===== src/rtl/onehot_event_scheduler_pkg.sv =====
// rtl/onehot_event_scheduler_pkg.sv - shared widths, pointer reset value and one-hot helper
package onehot_event_scheduler_pkg;

    localparam int ONEHOT_W = 8;
    localparam int CODE_W   = 3;

    typedef logic [CODE_W-1:0]   code_t;
    typedef logic [ONEHOT_W-1:0] onehot_t;

    // Pointer resets to the last line so the first search starts at line 0.
    localparam code_t PTR_RST = code_t'(ONEHOT_W - 1);

    function automatic onehot_t code_to_onehot(input code_t code);
        return onehot_t'(1) << code;
    endfunction

endpackage


===== src/rtl/onehot_event_scheduler_if.sv =====
// rtl/onehot_event_scheduler_if.sv - issued-event handshake between scheduler and encoder
// out_onehot : issued event, one bit set while out_valid
// out_valid  : slot holds an event
// out_ready  : consumer accepts the event this cycle
interface onehot_event_scheduler_if #(
    parameter int N = 8
) ();
    logic [N-1:0] out_onehot;
    logic         out_valid;
    logic         out_ready;

    modport master (
        output out_onehot,
        output out_valid,
        input  out_ready
    );

    modport slave (
        input  out_onehot,
        input  out_valid,
        output out_ready
    );
endinterface


===== src/rtl/onehot_sync_rise.sv =====
// rtl/onehot_sync_rise.sv - per-line synchronizer with rising-edge detect
// clk, rst_n : clock, asynchronous active-low reset
// i_async    : asynchronous level input
// o_rise     : one-cycle pulse on a synchronized 0->1 transition
module onehot_sync_rise #(
    parameter int SYNC_STAGES = 2
) (
    input  logic clk,
    input  logic rst_n,
    input  logic i_async,
    output logic o_rise
);

    logic [SYNC_STAGES-1:0] r_sync;
    logic                   r_prev;

    always_ff @(posedge clk or negedge rst_n) begin
        if (!rst_n) begin
            r_sync <= '0;
            r_prev <= 1'b0;
        end else begin
            r_sync <= {r_sync[SYNC_STAGES-2:0], i_async};
            r_prev <= r_sync[SYNC_STAGES-1];
        end
    end

    // prev starts at 0, so a line held high through reset release yields one event.
    assign o_rise = r_sync[SYNC_STAGES-1] & ~r_prev;

endmodule


===== src/rtl/onehot_event_scheduler.sv =====
// rtl/onehot_event_scheduler.sv - captures request edges and issues them one-hot, round-robin
// clk, rst_n : clock, asynchronous active-low reset
// req_in     : asynchronous request lines, each rising edge is one event
// ovr_clr    : pulse clears all overrun flags
// pending    : events captured but not yet loaded into the output slot
// overrun    : sticky per-line lost-event flags
// out_if     : issued one-hot event with valid/ready handshake
module onehot_event_scheduler
    import onehot_event_scheduler_pkg::*;
#(
    parameter int N           = ONEHOT_W,
    parameter int SYNC_STAGES = 2
) (
    input  logic                     clk,
    input  logic                     rst_n,
    input  logic [N-1:0]             req_in,
    input  logic                     ovr_clr,
    output logic [N-1:0]             pending,
    output logic [N-1:0]             overrun,
    onehot_event_scheduler_if.master out_if
);

    logic [N-1:0] w_rise;
    logic [N-1:0] w_load_mask;
    logic         w_load;
    logic         w_found;
    code_t        w_sel;

    logic [N-1:0] r_pending;
    logic [N-1:0] r_overrun;
    logic [N-1:0] r_onehot;
    logic         r_valid;
    code_t        r_ptr;

    for (genvar g = 0; g < N; g++) begin : g_line
        onehot_sync_rise #(
            .SYNC_STAGES(SYNC_STAGES)
        ) u_sync (
            .clk    (clk),
            .rst_n  (rst_n),
            .i_async(req_in[g]),
            .o_rise (w_rise[g])
        );
    end

    // Round-robin search from ptr+1; the 3-bit add wraps N-1 -> 0, and the
    // last candidate (k == N) is ptr itself.
    always_comb begin
        code_t cand;
        w_found = 1'b0;
        w_sel   = r_ptr;
        cand    = r_ptr;
        for (int k = 1; k <= N; k++) begin
            cand = r_ptr + code_t'(k);
            if (!w_found && r_pending[cand]) begin
                w_found = 1'b1;
                w_sel   = cand;
            end
        end
    end

    assign w_load      = w_found && (!r_valid || out_if.out_ready);
    assign w_load_mask = w_load ? N'(code_to_onehot(w_sel)) : '0;

    always_ff @(posedge clk or negedge rst_n) begin
        if (!rst_n) begin
            r_pending <= '0;
            r_overrun <= '0;
            r_onehot  <= '0;
            r_valid   <= 1'b0;
            r_ptr     <= PTR_RST;
        end else begin
            // A rise on the line being loaded this edge becomes a fresh pending event.
            r_pending <= (r_pending & ~w_load_mask) | w_rise;
            // New overruns win over a coincident clear.
            r_overrun <= (ovr_clr ? '0 : r_overrun) | (w_rise & r_pending & ~w_load_mask);
            if (w_load) begin
                r_onehot <= w_load_mask;
                r_valid  <= 1'b1;
                r_ptr    <= w_sel;
            end else if (r_valid && out_if.out_ready) begin
                r_onehot <= '0;
                r_valid  <= 1'b0;
            end
        end
    end

    assign pending           = r_pending;
    assign overrun           = r_overrun;
    assign out_if.out_onehot = r_onehot;
    assign out_if.out_valid  = r_valid;

endmodule


===== src/flat_wrapper.sv =====
// flat-port wrapper written by rule: the top's interface ports become plain ports
module onehot_event_scheduler_flat import onehot_event_scheduler_pkg::*;
#(
    parameter int N           = ONEHOT_W,
    parameter int SYNC_STAGES = 2
)
  (clk, rst_n, req_in, ovr_clr, pending, overrun, out_if_out_onehot, out_if_out_valid, out_if_out_ready);
  onehot_event_scheduler_if #(.N(N)) out_if_i ();
  input  logic clk;
  input  logic rst_n;
  input  logic [N-1:0] req_in;
  input  logic ovr_clr;
  output logic [N-1:0] pending;
  output logic [N-1:0] overrun;
  output wire logic [$bits(out_if_i.out_onehot)-1:0] out_if_out_onehot;
  output wire logic [$bits(out_if_i.out_valid)-1:0] out_if_out_valid;
  input wire logic [$bits(out_if_i.out_ready)-1:0] out_if_out_ready;
  assign out_if_out_onehot = out_if_i.out_onehot;
  assign out_if_out_valid = out_if_i.out_valid;
  assign out_if_i.out_ready = out_if_out_ready;
  onehot_event_scheduler #(.N(N), .SYNC_STAGES(SYNC_STAGES)) u_core (.clk(clk), .rst_n(rst_n), .req_in(req_in), .ovr_clr(ovr_clr), .pending(pending), .overrun(overrun), .out_if(out_if_i));
endmodule

===== config.mk =====
export PLATFORM = sky130hd
export DESIGN_NAME = onehot_event_scheduler_flat
export DESIGN_NICKNAME = d
export VERILOG_FILES = /design/src/rtl/onehot_event_scheduler_pkg.sv /design/src/rtl/onehot_event_scheduler_if.sv /design/src/rtl/onehot_sync_rise.sv /design/src/rtl/onehot_event_scheduler.sv /design/src/flat_wrapper.sv
export SDC_FILE = /design/constraint.sdc
export NUM_CORES = 1
export LEC_CHECK = 0
export BUFFER_PORTS_ARGS = -buffer_cell sky130_fd_sc_hd__clkbuf_2
export CAP_MARGIN = 20
export CORE_MARGIN = 4
export CORE_UTILIZATION = 35
export DETAILED_ROUTE_END_ITERATION = 6
export PLACE_DENSITY = 0.63
export REMOVE_ABC_BUFFERS = 1
export SLEW_MARGIN = 5
export SYNTH_ARGS = -nofsm -noshare
export SYNTH_HDL_FRONTEND = slang
export SYNTH_HIERARCHICAL = 1
export SYNTH_SLANG_ARGS = --single-unit
export TNS_END_PERCENT = 10

===== constraint.sdc =====
create_clock -name clk -period 3.25 [get_ports clk]
set_input_delay 0.8125 -clock clk [delete_from_list [all_inputs] [get_ports clk]]
set_output_delay 0.8125 -clock clk [all_outputs]
set_load 0.01 [all_outputs]

Word level (Yosys, flattened, before mapping)
Index checks and enable logic that the tools add are counted.

Shifts and indexed selects: 1. Div/mod/pow operators: 0. Multipliers: 0. Eq/ne operators: 0. Reductions and logical operators: 19. Mux-type cells: 38. Magnitude comparators: 8. Add/subtract/negate cells: 7. Bitwise logic cells: 22.

Operators by type and width (count): 3-bit by 4-bit less-than comparator with 1-bit output, second input constant (8); 8-bit 2-to-1 mux (4); 8-bit AND (3); 1-bit binary-select mux with 3-bit select (8); 3-bit 2-to-1 mux (8); 1-bit 2-to-1 mux (18); 8-bit bitwise OR (2); 3-bit adder, second input constant (4); 1-bit logical AND (9); 1-bit AND (8); 1-bit logical NOT (8); 1-bit NOT (8); 8-bit NOT (1); 1-bit by 3-bit << shifter with 8-bit output, first input constant (1); 3-bit by 2-bit adder with 3-bit output, second input constant (2); 3-bit by 1-bit adder with 3-bit output, second input constant (1); 2-bit nonzero test (1); 1-bit logical OR (1).

Register bits: 52. Latch bits: 0. Memories: 0. Bits in read-only memories: 0. Bits of input ports: 12. Word-level logic and storage cells: 116. Memory bits (writable): 0.

Longest topological paths before layout
Gate-level depths: netlist of run 1.

Depth in word-level cells: 30. Gate-level depth with buffers: 14.

Hierarchy
The synthesis of run 1 kept the hierarchy.

Modules (own cells, without submodules): onehot_event_scheduler (cells an instance 238, times used 1, seq. area each 704.4 um^2, area an instance 2343.5 um^2); onehot_sync_rise (cells an instance 4, times used 8, seq. area each 75.1 um^2, area an instance 88.8 um^2).

Least setup slack after synthesis of run 1
Ideal clock, no wire load.

Kind: reg2reg. From: register u_core.r_ptr[0]. To: register u_core.r_overrun[0] (netlist: u_core/overrun[0]). Path slack: -0.179 ns. Data required time: 3.122 ns. Cell stages (with the launch flop): 15. Arrival: 3.302 ns. Path buffers: 4. Period minus slack after synthesis: 3.429 ns. Path through: dfstp_2 > buf_6 > buf_8 > inv_1 > ha_1 > buf_2 > buf_2 > mux2_1 > nor3_1 > a221oi_1 > a211o_1 > or3_4 > and2_4 > a211oi_2 > o2bb2ai_1.

Word-level cells in the longest chain between the ends: 30.

RTL lines: from (decl) (line onehot_event_scheduler.sv:33) `code_t r_ptr;`; from (signal assigned) (line onehot_event_scheduler.sv:80) `r_ptr <= w_sel;`; 3-bit by 1-bit adder with 3-bit output (line onehot_event_scheduler.sv:54) `cand = r_ptr + code_t'(k);`; 1-bit binary-select mux with 3-bit select (line onehot_event_scheduler.sv:55) `if (!w_found && r_pending[cand]) begin`; 1-bit 2-to-1 mux (not written as such) (line onehot_event_scheduler.sv:55); 1-bit 2-to-1 mux (line onehot_event_scheduler.sv:55); 1-bit logical NOT (line onehot_event_scheduler.sv:55); 1-bit logical AND (line onehot_event_scheduler.sv:55); 1-bit 2-to-1 mux (line onehot_event_scheduler.sv:55); 1-bit logical NOT (line onehot_event_scheduler.sv:55); [14 not listed]; 1-bit logical NOT (line onehot_event_scheduler.sv:55); 1-bit logical AND (line onehot_event_scheduler.sv:55); 3-bit 2-to-1 mux or 1-bit 2-to-1 mux (tied branches) (line onehot_event_scheduler.sv:55); 1-bit by 3-bit << shifter with 8-bit output or 1-bit logical AND (tied branches) (line onehot_event_scheduler_pkg.sv:14, onehot_event_scheduler.sv:62); 8-bit 2-to-1 mux (*) (line onehot_event_scheduler.sv:63) `assign w_load_mask = w_load ? N'(code_to_onehot(w_sel)) : '0;`; 8-bit NOT (*) (line onehot_event_scheduler.sv:76) `r_overrun <= (ovr_clr ? '0 : r_overrun) | (w_rise & r_pending & ~w_load_mask);`; 8-bit AND (*) (line onehot_event_scheduler.sv:76); 8-bit bitwise OR (*) (line onehot_event_scheduler.sv:76); to (signal assigned) (line onehot_event_scheduler.sv:76); to (decl) (line onehot_event_scheduler.sv:30) `logic [N-1:0] r_overrun;`.

Mark *: on every way between the ends. The rest lies on a longest branch, timed or not. The select of a mux whose other input is x is not followed. A chain may end at the register's enable or synchronous reset.

Final worst setup path of run 1
Same ends and word-level chain as after synthesis.

==> flow_metrics.env, run 1 <==
export IMPL_cts_tree="done"
export IMPL_hold_viol=0
export IMPL_core_um2=8340
export IMPL_synthFlopType="dfrtp_1"
export IMPL_clkTransAtPathRegs_ns=0.09
export IMPL_drive_gt1_share_pct=42.5
export IMPL_grt_max_degree=53
export IMPL_worst_skew_pair_late_latency_ns=0.30
export IMPL_synth_seq_cells=52
export IMPL_crit_family="simple AND/OR/NAND/NOR gates"
export IMPL_area_growth_pct=25.8
export IMPL_yosys_warnings=6
export IMPL_ant_nets=0
export IMPL_wl_mm=7.22
export IMPL_grt_pass1_vias=2336
export IMPL_dpl_instance_area_um2=3530
export IMPL_clock_sinks=52
export IMPL_cp_slowest_stage_delay_ns=0.57
export IMPL_crit_fanout=16
export IMPL_period_needed_ns=3.16
export IMPL_slew_headroom_pct=58.7
export IMPL_ys_async_sr_fraction_pct=100
export IMPL_setup_worst_path_end_class="register"
export IMPL_ctsHoldBuffers=0
export IMPL_synth_area_um2=3050
export IMPL_start_util_pct=36.6
export IMPL_p_total_mw=4.33
export IMPL_holdWs_ns=0.352
export IMPL_htree_levels=2
export IMPL_io_pins=37
export IMPL_vias_per_cell=5.52
export IMPL_critical_path_buf_inv_count=2
export IMPL_antenna_found_initial=0
export IMPL_cts_made_buffers=5
export IMPL_crit_required_ns=3.43
export IMPL_final_cell_mix="49 x dfrtp_1, 36 x clkbuf_2, 30 x buf_4"
export IMPL_die_w_um=101
export IMPL_final_util_pct=46.1
export IMPL_final_max_slew_viol_count=0
export IMPL_rows=33
export IMPL_synth_seq_area_share_pct=42.7
export IMPL_dieArea_um2=10300
export IMPL_ys_types=68
export IMPL_layout_commonest_cell="dfrtp_1"
export IMPL_p_leak_nw=1.70
export IMPL_met1_usage_pct=20.1
export IMPL_max_cap_violations=0
export IMPL_dr_pass1_iters=4
export IMPL_status="finished, final reports clean"
export IMPL_start_kind="register"
export IMPL_cts_root_buf="clkbuf_8"
export IMPL_vdd_ir_drop_max_v=0.000537
export IMPL_diodes=0
export IMPL_port_buffers=36
export IMPL_grt_usage_pct=14.2
export IMPL_overflow=0
export IMPL_fmax_ghz=0.317
export IMPL_finalSetupViolCount=0
export IMPL_synth_edf_count=0
export IMPL_synth_cells=270
export IMPL_dp_hpwl_mm=5.25
export IMPL_vias=2412
export IMPL_post_route_drc_count=0
export IMPL_top_usage_layer="met2"
export IMPL_critPathArrivalTime_ns=3.33
export IMPL_worst_clock_skew_ns=0.00489
export IMPL_critPathKind="reg2reg"
export IMPL_clockBufferDepth=2
export IMPL_grt_first_pass_wirelength_mm=11.8
export IMPL_grtUsageMet3_pct=1.93
export IMPL_postSynthAreaPerCell_um2=11.3
export IMPL_worstHoldPathType="reg2reg"
export IMPL_globalRouteMet2Util_pct=23.3
export IMPL_cpMaxStageDelayCell="dfstp_2"
export IMPL_final_area_um2=3840
export IMPL_nets=345
export IMPL_rsz0062_at_grt="true"
export IMPL_drt_iter0_drc=91
export IMPL_wl_per_cell_um=16.5
export IMPL_powerDensity_nw_per_um2=1130
export IMPL_die_h_um=101
export IMPL_gp_congestion=0.935
export IMPL_post_route_period_util_pct=97.1
export IMPL_worst_pin_slew_ns=0.619
export IMPL_crit_chain="inv_2 > ha_4 > buf_12 > mux2i_1 > mux4_2 > o41a_1 > and3_4 > or3_4 > and2_4 > a211oi_4 > o2bb2ai_1"
-- cells by family after synthesis --
kind of cell	count (synthesis)	synth area share (%)
compound gates	77	20.0
xor+xnor	4	1.39
fa+ha+maj	2	0.819
buf+inv	29	4.47
flops	52	42.7
mux	32	14.6
simple gates	74	16.0
-- final timing paths --
check	start	to	depth (start not counted)	slack, ns
max	u_core/r_ptr[0]	u_core/overrun[0]	11	0.09
min	u_core/g_line[5].u_sync/r_sync[0]	u_core/g_line[5].u_sync/r_sync[1]	0	0.35
max reg2reg	u_core/r_ptr[0]	u_core/overrun[0]	11	0.09
min reg2reg	u_core/g_line[5].u_sync/r_sync[0]	u_core/g_line[5].u_sync/r_sync[1]	0	0.35
max in group asynchronous	rst_n	u_core/g_line[2].u_sync/r_prev	2	2.23
min in group asynchronous	rst_n	u_core/g_line[0].u_sync/r_sync[0]	2	0.61
-- through the flow --
stage	cells	setup slack [ns]	TNS [ns]
after detailed placement	424	-0.0109	-0.0109
after floorplan	254	-0.325	-5.33
after global routing	437	-0.0161	-0.0224
after CTS	432	-0.00825	-0.00825
final	437	0.0933	0
after global placement	424	-0.0146	-0.0146
-- cell type report --
cell class,instances,area (µm²)
inverter,13,48.8
tap,105,131
sequential,52,1310
timing repair buffer,70,485
clock buffer,7,96.3
fill,789,4500
multi-input combinational,189,1740
clock inverter,1,30.0
-- per-layer routing --
| layer | up-vias | wire length [µm] |
|---|---|---|
| met4 | 0 | 75 |
| met3 | 6 | 343 |
| met5 | - | 0 |
| li1 | 1137 | - |
| met1 | 1204 | 3210 |
| met2 | 65 | 3590 |
-- sequential cells by signal (all words and copies together) (netlist names) --
name	flops
u_core/overrun	8
u_core/g_line.u_sync/r_prev	8
u_core/out_if.out_onehot	8
u_core/out_if.out_valid	1
u_core/pending	8
u_core/r_ptr	3
u_core/g_line.u_sync/r_sync	16
-- cell usage after synthesis (all sizes together), types with 2 or more instances --
cell type | instances | area (µm²)
dfrtp | 49 | 1230
nand2 | 22 | 82.6
o21ai | 14 | 70.1
inv | 13 | 48.8
mux2i | 13 | 130
a21oi | 10 | 50.1
mux2 | 10 | 113
nor2b | 10 | 130
buf | 9 | 61.3
mux4 | 9 | 203
nor3 | 9 | 56.3
a21o | 8 | 60.1
clkbuf | 7 | 26.3
nor2 | 6 | 22.5
o2bb2ai | 6 | 52.6
o21bai | 5 | 37.5
a211oi | 4 | 40.0
a32o | 4 | 40.0
and2 | 4 | 28.8
nand2b | 4 | 32.5
nand3 | 4 | 25.0
nand4 | 4 | 25.0
a221oi | 3 | 26.3
dfstp | 3 | 78.8
a221o | 2 | 20.0
a31o | 2 | 17.5
and3 | 2 | 12.5
ha | 2 | 25.0
nor4 | 2 | 12.5
o31a | 2 | 17.5
or2 | 2 | 12.5
xnor2 | 2 | 17.5
xor2 | 2 | 25.0
-- worst register-to-register path, cell delays in order, from the launching register on --
cell and delay [ns]:
dfstp_2 0.57, inv_2 0.06, ha_4 0.24, buf_12 0.15, mux2i_1 0.11, mux4_2 0.52
o41a_1 0.21, and3_4 0.24, or3_4 0.40, and2_4 0.20, a211oi_4 0.22, o2bb2ai_1 0.11
-- what timing repair did --
action	4_1_cts	5_1_grt
gates resized for setup	4	23
setup endpoints to repair	3	24
buffers inserted	0	5
pin swaps	1	10
-- power breakdown --
| part | internal (mW) | total, mW | leakage (nW) | switching (mW) |
|---|---|---|---|---|
| clock | 0.272 | 0.467 | 0.0645 | 0.195 |
| sequential | 0.799 | 0.992 | 0.605 | 0.194 |
| combinational | 1.39 | 2.88 | 1.03 | 1.49 |
| total | 2.46 | 4.33 | 1.70 | 1.88 |
No activity file was read; power rests on OpenSTA's default activity.
==> inputs of run 2 (changes only) <==
==> constraint.sdc (replaced) <==
create_clock -name clk -period 3.25 [get_ports clk]
set_input_delay 0.325 -clock clk [delete_from_list [all_inputs] [get_ports clk]]
set_output_delay 0.325 -clock clk [all_outputs]
set_load 0.01 [all_outputs]
==> run 2 against run 1 <==
First-iteration DRC count increased by 33%. Clock skew decreased by 0.0014 ns. Sequential share of layout area decreased by 0.60 points. Total power increased by 1.0%. Die area unchanged. Cell count increased by 1.4%. Clock power decreased by 20%. Utilization increased by 0.83 points. Largest cell class unchanged. Register-to-register slack improved by 0.03 ns. Flip-flop and latch count unchanged. Critical path depth increased by 1.
==> flow_metrics.env, run 2 (synthesized netlist as in run 1, its figures left out) <==
export IMPL_status="finished, final reports clean"
export IMPL_core_um2=8340
export IMPL_worst_clock_skew_ns=0.00344
export IMPL_top_layer="met4"
export IMPL_post_route_drc_count=0
export IMPL_critPathKind="reg2reg"
export IMPL_clock_sinks=52
export IMPL_largest_register_ffs=16
export IMPL_io_pins=37
export IMPL_m1WireLength_mm=3.27
export IMPL_gp_congestion=0.976
export IMPL_tns_ns=0
export IMPL_powerDensity_nw_per_um2=1120
export IMPL_startpoint="u_core/r_ptr[1]"
export IMPL_cts_root_buf="clkbuf_8"
export IMPL_worst_pin_slew_ns=0.740
export IMPL_start_util_pct=36.6
export IMPL_clockBufferDepth=2
export IMPL_antenna_found_initial=0
export IMPL_dpl_instance_area_um2=3550
export IMPL_crit_required_ns=3.43
export IMPL_wl_per_cell_um=17.0
export IMPL_start_kind="register"
export IMPL_p_leak_nw=1.75
export IMPL_final_area_um2=3910
export IMPL_cts_made_buffers=5
export IMPL_ant_nets=0
export IMPL_vias_per_cell=5.53
export IMPL_dp_hpwl_mm=5.52
export IMPL_rows=33
export IMPL_post_route_period_util_pct=96.3
export IMPL_hold_viol=0
export IMPL_max_cap_violations=0
export IMPL_nets=351
export IMPL_drt_iter0_drc=121
export IMPL_layout_commonest_cell="dfrtp_1"
export IMPL_final_max_slew_viol_count=0
export IMPL_dieArea_um2=10300
export IMPL_port_buffers=36
export IMPL_stdcell_count=443
export IMPL_crit_fanout=8
export IMPL_setup_worst_path_end_class="register"
export IMPL_final_cell_mix="49 x dfrtp_1, 36 x clkbuf_2, 33 x buf_4"
export IMPL_grt_first_pass_wirelength_mm=12.3
export IMPL_finalSetupViolCount=0
export IMPL_dp_cells=428
export IMPL_clkTransAtPathRegs_ns=0.09
export IMPL_period_needed_ns=3.13
export IMPL_critPathArrivalTime_ns=3.31
export IMPL_dr_pass1_iters=4
export IMPL_top_register="u_core/g_line.u_sync/r_sync"
export IMPL_worst_skew_pair_late_latency_ns=0.30
export IMPL_die_w_um=101
export IMPL_met2_length_mm=3.68
export IMPL_dr_wl_met3_um=417
export IMPL_r2r_start="u_core/r_ptr[1]"
export IMPL_ctsHoldBuffers=0
export IMPL_htree_levels=2
export IMPL_diodes=0
export IMPL_grt_usage_pct=15.1
export IMPL_wl_mm=7.54
export IMPL_vias=2451
export IMPL_cts_tree="done"
export IMPL_die_h_um=101
export IMPL_fmax_ghz=0.319
export IMPL_slew_headroom_pct=50.7
export IMPL_vdd_ir_drop_max_v=0.000544
export IMPL_drive_gt1_share_pct=42.9
export IMPL_overflow=0
export IMPL_grt_max_degree=33
export IMPL_worstHoldPathType="in2async"
export IMPL_area_growth_pct=28.0
export IMPL_grt_pass1_vias=2424
run 2: routing by layer:
metal	track usage [%]	vias to the layer above
met5	0	-
met4	5.32	0
met3	2.07	13
met2	24.3	90
met1	21.0	1196
li1	-	1152
run 2: worst max-delay path, cell delays in order, from the launching register on:
cell	delay [ns]
dfstp_2	0.57
inv_2	0.06
ha_4	0.25
buf_12	0.14
mux2i_1	0.11
mux4_2	0.53
o41a_1	0.20
and2_4	0.19
a211oi_2	0.26
a41oi_4	0.10
buf_4	0.20
a211oi_4	0.29
o2bb2ai_1	0.11
run 2: path summary, 6_finish.rpt:
path / to / slack (ns) / cells past startpoint
worst min-delay path: u_core/g_line[5].u_sync/r_sync[0] / 0.07 / 1
worst min register to register: u_core/g_line[7].u_sync/r_sync[1] / 0.35 / 0
min in group clk: u_core/g_line[0].u_sync/r_sync[0] / 0.13 / 1
max in group asynchronous: u_core/r_ptr[2] / 2.36 / 2
worst max register to register: u_core/overrun[0] / 0.12 / 12
worst max-delay path: u_core/overrun[0] / 0.12 / 12
run 2: area by class of cell:
class                   instances  area, µm²
fillers                       766       4430
inverters                      13       48.8
clock buffers                   7       86.3
well taps                     105        131
multi-input cells             189       1790
flip-flops and latches         52       1310
repair buffers                 76        542
clock inverters                 1       8.76
run 2: metrics by stage:
step / power [mW] / hold slack [ns] / utilization [%] / setup WS (ns)
after global placement: 3.54 / 0.332 / 42.6 / 0.0103
after global routing: 4.68 / 0.109 / 46.9 / -0.00991
after floorplan: 2.61 / 0.0294 / - / -0.325
after detailed placement: 3.58 / 0.335 / 42.6 / 0.00561
after CTS: 3.99 / 0.0947 / 43.9 / -0.00218
final: 4.38 / 0.0738 / 46.9 / 0.119
run 2: timing repair:
item	4_1_cts	5_1_grt
pin swaps	0	9
cloned	0	1
endpoints found under the setup margin	1	24
gates resized for setup	2	32
buffers inserted	0	6
run 2: power by group:
| part | internal [mW] | switching (mW) | total [mW] |
|---|---|---|---|
| combinational | 1.48 | 1.53 | 3.01 |
| sequential | 0.798 | 0.199 | 0.997 |
| clock | 0.175 | 0.198 | 0.373 |
==> inputs of run 3 (changes only) <==
--- a/config.mk
+++ b/config.mk
@@ -5,12 +5,13 @@
 export SDC_FILE = /design/constraint.sdc
 export NUM_CORES = 1
 export LEC_CHECK = 0
+export ABC_AREA = 1
 export BUFFER_PORTS_ARGS = -buffer_cell sky130_fd_sc_hd__clkbuf_2
 export CAP_MARGIN = 20
 export CORE_MARGIN = 4
 export CORE_UTILIZATION = 35
 export DETAILED_ROUTE_END_ITERATION = 6
-export PLACE_DENSITY = 0.63
+export PLACE_DENSITY = 0.64
 export REMOVE_ABC_BUFFERS = 1
 export SLEW_MARGIN = 5
 export SYNTH_ARGS = -nofsm -noshare
==> run 3 against run 2 <==
Non-clock buffer count shrank 33. Via count shrank 11%. Wire length shrank 19%. Area after synthesis shrank 14%. Worst hold slack gained 0.020 ns. First-iteration DRC count shrank 23%. Cell count grew 6.5%.
==> flow_metrics.env, run 3 <==
export IMPL_cpMaxStageDelayCell="dfstp_2"
export IMPL_ys_async_sr_fraction_pct=100
export IMPL_yosys_warnings=6
export IMPL_grtUsageMet3_pct=2.23
export IMPL_grt_first_pass_wirelength_mm=10.6
export IMPL_status="finished, final reports clean"
export IMPL_final_max_slew_viol_count=0
export IMPL_overflow=0
export IMPL_worst_pin_slew_ns=0.796
export IMPL_grt_max_degree=34
export IMPL_clkTransAtPathRegs_ns=0.09
export IMPL_wl_mm=6.10
export IMPL_nets=386
export IMPL_synth_edf_count=0
export IMPL_critPathArrivalTime_ns=3.09
export IMPL_crit_family="simple AND/OR/NAND/NOR gates"
export IMPL_dp_hpwl_mm=4.76
export IMPL_drive_gt1_share_pct=22.0
export IMPL_die_w_um=94.4
export IMPL_worst_skew_pair_late_latency_ns=0.30
export IMPL_synth_area_um2=2610
export IMPL_grt_usage_pct=14.9
export IMPL_ctsHoldBuffers=0
export IMPL_post_route_drc_count=0
export IMPL_r2r_start="u_core/r_ptr[0]"
export IMPL_rows=31
export IMPL_synth_top_area_share_pct=46.9
export IMPL_cts_root_buf="clkbuf_8"
export IMPL_clockBufferDepth=2
export IMPL_synthFlopType="dfrtp_1"
export IMPL_tns_ns=0
export IMPL_crit_required_ns=3.44
export IMPL_dr_pass1_iters=4
export IMPL_yosys_top_cells_count="125 x nand2_1, 49 x dfrtp_1, 39 x nand3_1"
export IMPL_ys_types=24
export IMPL_cts_made_buffers=5
export IMPL_gp_congestion=0.900
export IMPL_port_buffers=36
export IMPL_synth_seq_area_share_pct=49.9
export IMPL_cts_resized=0
export IMPL_clock_sinks=52
export IMPL_grt_pass1_vias=2209
export IMPL_fmax_ghz=0.346
export IMPL_period_needed_ns=2.89
export IMPL_final_cell_mix="125 x nand2_1, 49 x dfrtp_1, 39 x nand3_1"
export IMPL_diodes=0
export IMPL_crit_fanout=8
export IMPL_worst_clock_skew_ns=0.00716
export IMPL_start_kind="register"
export IMPL_ant_nets=0
export IMPL_area_growth_pct=16.1
export IMPL_hold_viol=0
export IMPL_htree_levels=2
export IMPL_finalSetupViolCount=0
export IMPL_yosys_area_top_type="dfrtp_1"
export IMPL_critPathKind="reg2reg"
export IMPL_max_cap_violations=0
export IMPL_dieArea_um2=8910
export IMPL_layout_commonest_cell="nand2_1"
export IMPL_synth_area_leaders="dfrtp_1 47%, nand2_1 18%, nand3_1 7.5%, inv_1 5.3%, o21bai_1 3.2%"
export IMPL_cp_slowest_stage_delay_ns=0.55
export IMPL_postSynthAreaPerCell_um2=7.97
export IMPL_vias=2178
export IMPL_setup_worst_path_end_class="register"
export IMPL_crit_chain="inv_2 > ha_1 > inv_1 > nand3_1 > nand3_2 > nand2_2 > nor2_4 > nand4_1 > nor2_1 > nor2_1 > nand2_1 > nand2_1 > nand2_2 > nand2_1 > o21bai_1 > nand2_1"
export IMPL_cts_tree="done"
export IMPL_rsz0062_at_grt="false"
export IMPL_vias_per_cell=4.61
export IMPL_critical_path_buf_inv_count=2
export IMPL_top_usage_layer="met2"
export IMPL_met1_usage_pct=19.9
export IMPL_io_pins=37
export IMPL_largest_register_ffs=16
export IMPL_start_util_pct=36.0
export IMPL_synth_cells=328
export IMPL_synth_seq_cells=52
export IMPL_die_h_um=94.4
export IMPL_drt_iter0_drc=93
export IMPL_antenna_found_initial=0
export IMPL_startpoint="u_core/r_ptr[0]"
export IMPL_cp_common_cell="nand2_1"
export IMPL_slew_headroom_pct=47.0
export IMPL_yosysMostFrequentCell="nand2_1"
export IMPL_wl_per_cell_um=12.9
export IMPL_globalRouteMet2Util_pct=24.9
export IMPL_top_register="u_core/g_line.u_sync/r_sync"
export IMPL_cts_setup_buffers=0
export IMPL_num_fill_cells=759
export IMPL_core_um2=7250
export IMPL_worstHoldPathType="in2async"
export IMPL_post_route_period_util_pct=89.0
## run 3: layer usage
metal | routed length (µm) | vias to the layer above | share of wire, %
met4 | 126 | 0 | 2.1
li1 | - | 1109 | -
met2 | 2890 | 54 | 47
met1 | 2810 | 1003 | 46
met5 | 0 | - | 0
met3 | 273 | 12 | 4.5
## run 3: cell families after synthesis
group	after synthesis	synth area share [%]
AND/OR/NAND/NOR	197	34.0
flip-flops	52	49.9
buffers and inverters	49	7.99
AO/OA/AOI/OAI	26	6.18
XOR/XNOR	2	0.958
adder cells (fa/ha/maj)	2	0.957
## run 3: area by class of cell
cell class | count | area [µm²] | share of cell area, %
sequential | 52 | 1310 | 43.0
multi-input combinational | 227 | 1100 | 36.2
timing repair buffer | 43 | 233 | 7.67
inverter | 43 | 161 | 5.32
tap | 99 | 124 | 4.08
clock buffer | 5 | 68.8 | 2.27
clock inverter | 3 | 42.5 | 1.40
## run 3: through the flow
stage | setup WS, ns | hold WS (ns) | area, µm² | std cells | utilization (%)
6_report | 0.357 | 0.0939 | 3030 | 472 | 41.8
5_1_grt | 0.0663 | 0.111 | 3030 | 472 | 41.8
4_1_cts | 0.363 | 0.111 | 3030 | 472 | 41.8
3_5_place_dp | 0.387 | 0.335 | 2920 | 464 | 40.3
3_3_place_gp | 0.404 | 0.334 | 2920 | 464 | 40.3
2_1_floorplan | 0.514 | 0.0294 | 2570 | 322 | -
## run 3: path summary, 6_finish.rpt
| path | endpoint | slack (ns) | cells past startpoint |
|---|---|---|---|
| max reg2reg | u_core/overrun[2] | 0.36 | 16 |
| min reg2reg | u_core/g_line[4].u_sync/r_sync[1] | 0.35 | 0 |
| min in group clk | u_core/g_line[5].u_sync/r_sync[0] | 0.12 | 1 |
| max in group asynchronous | u_core/r_ptr[2] | 2.33 | 2 |
| min | u_core/g_line[3].u_sync/r_sync[1] | 0.09 | 1 |
| max | u_core/overrun[2] | 0.36 | 16 |
Power of run 3 is not shown: default switching activity piles up to over one toggle a cycle in this logic, so the estimate is an artifact.
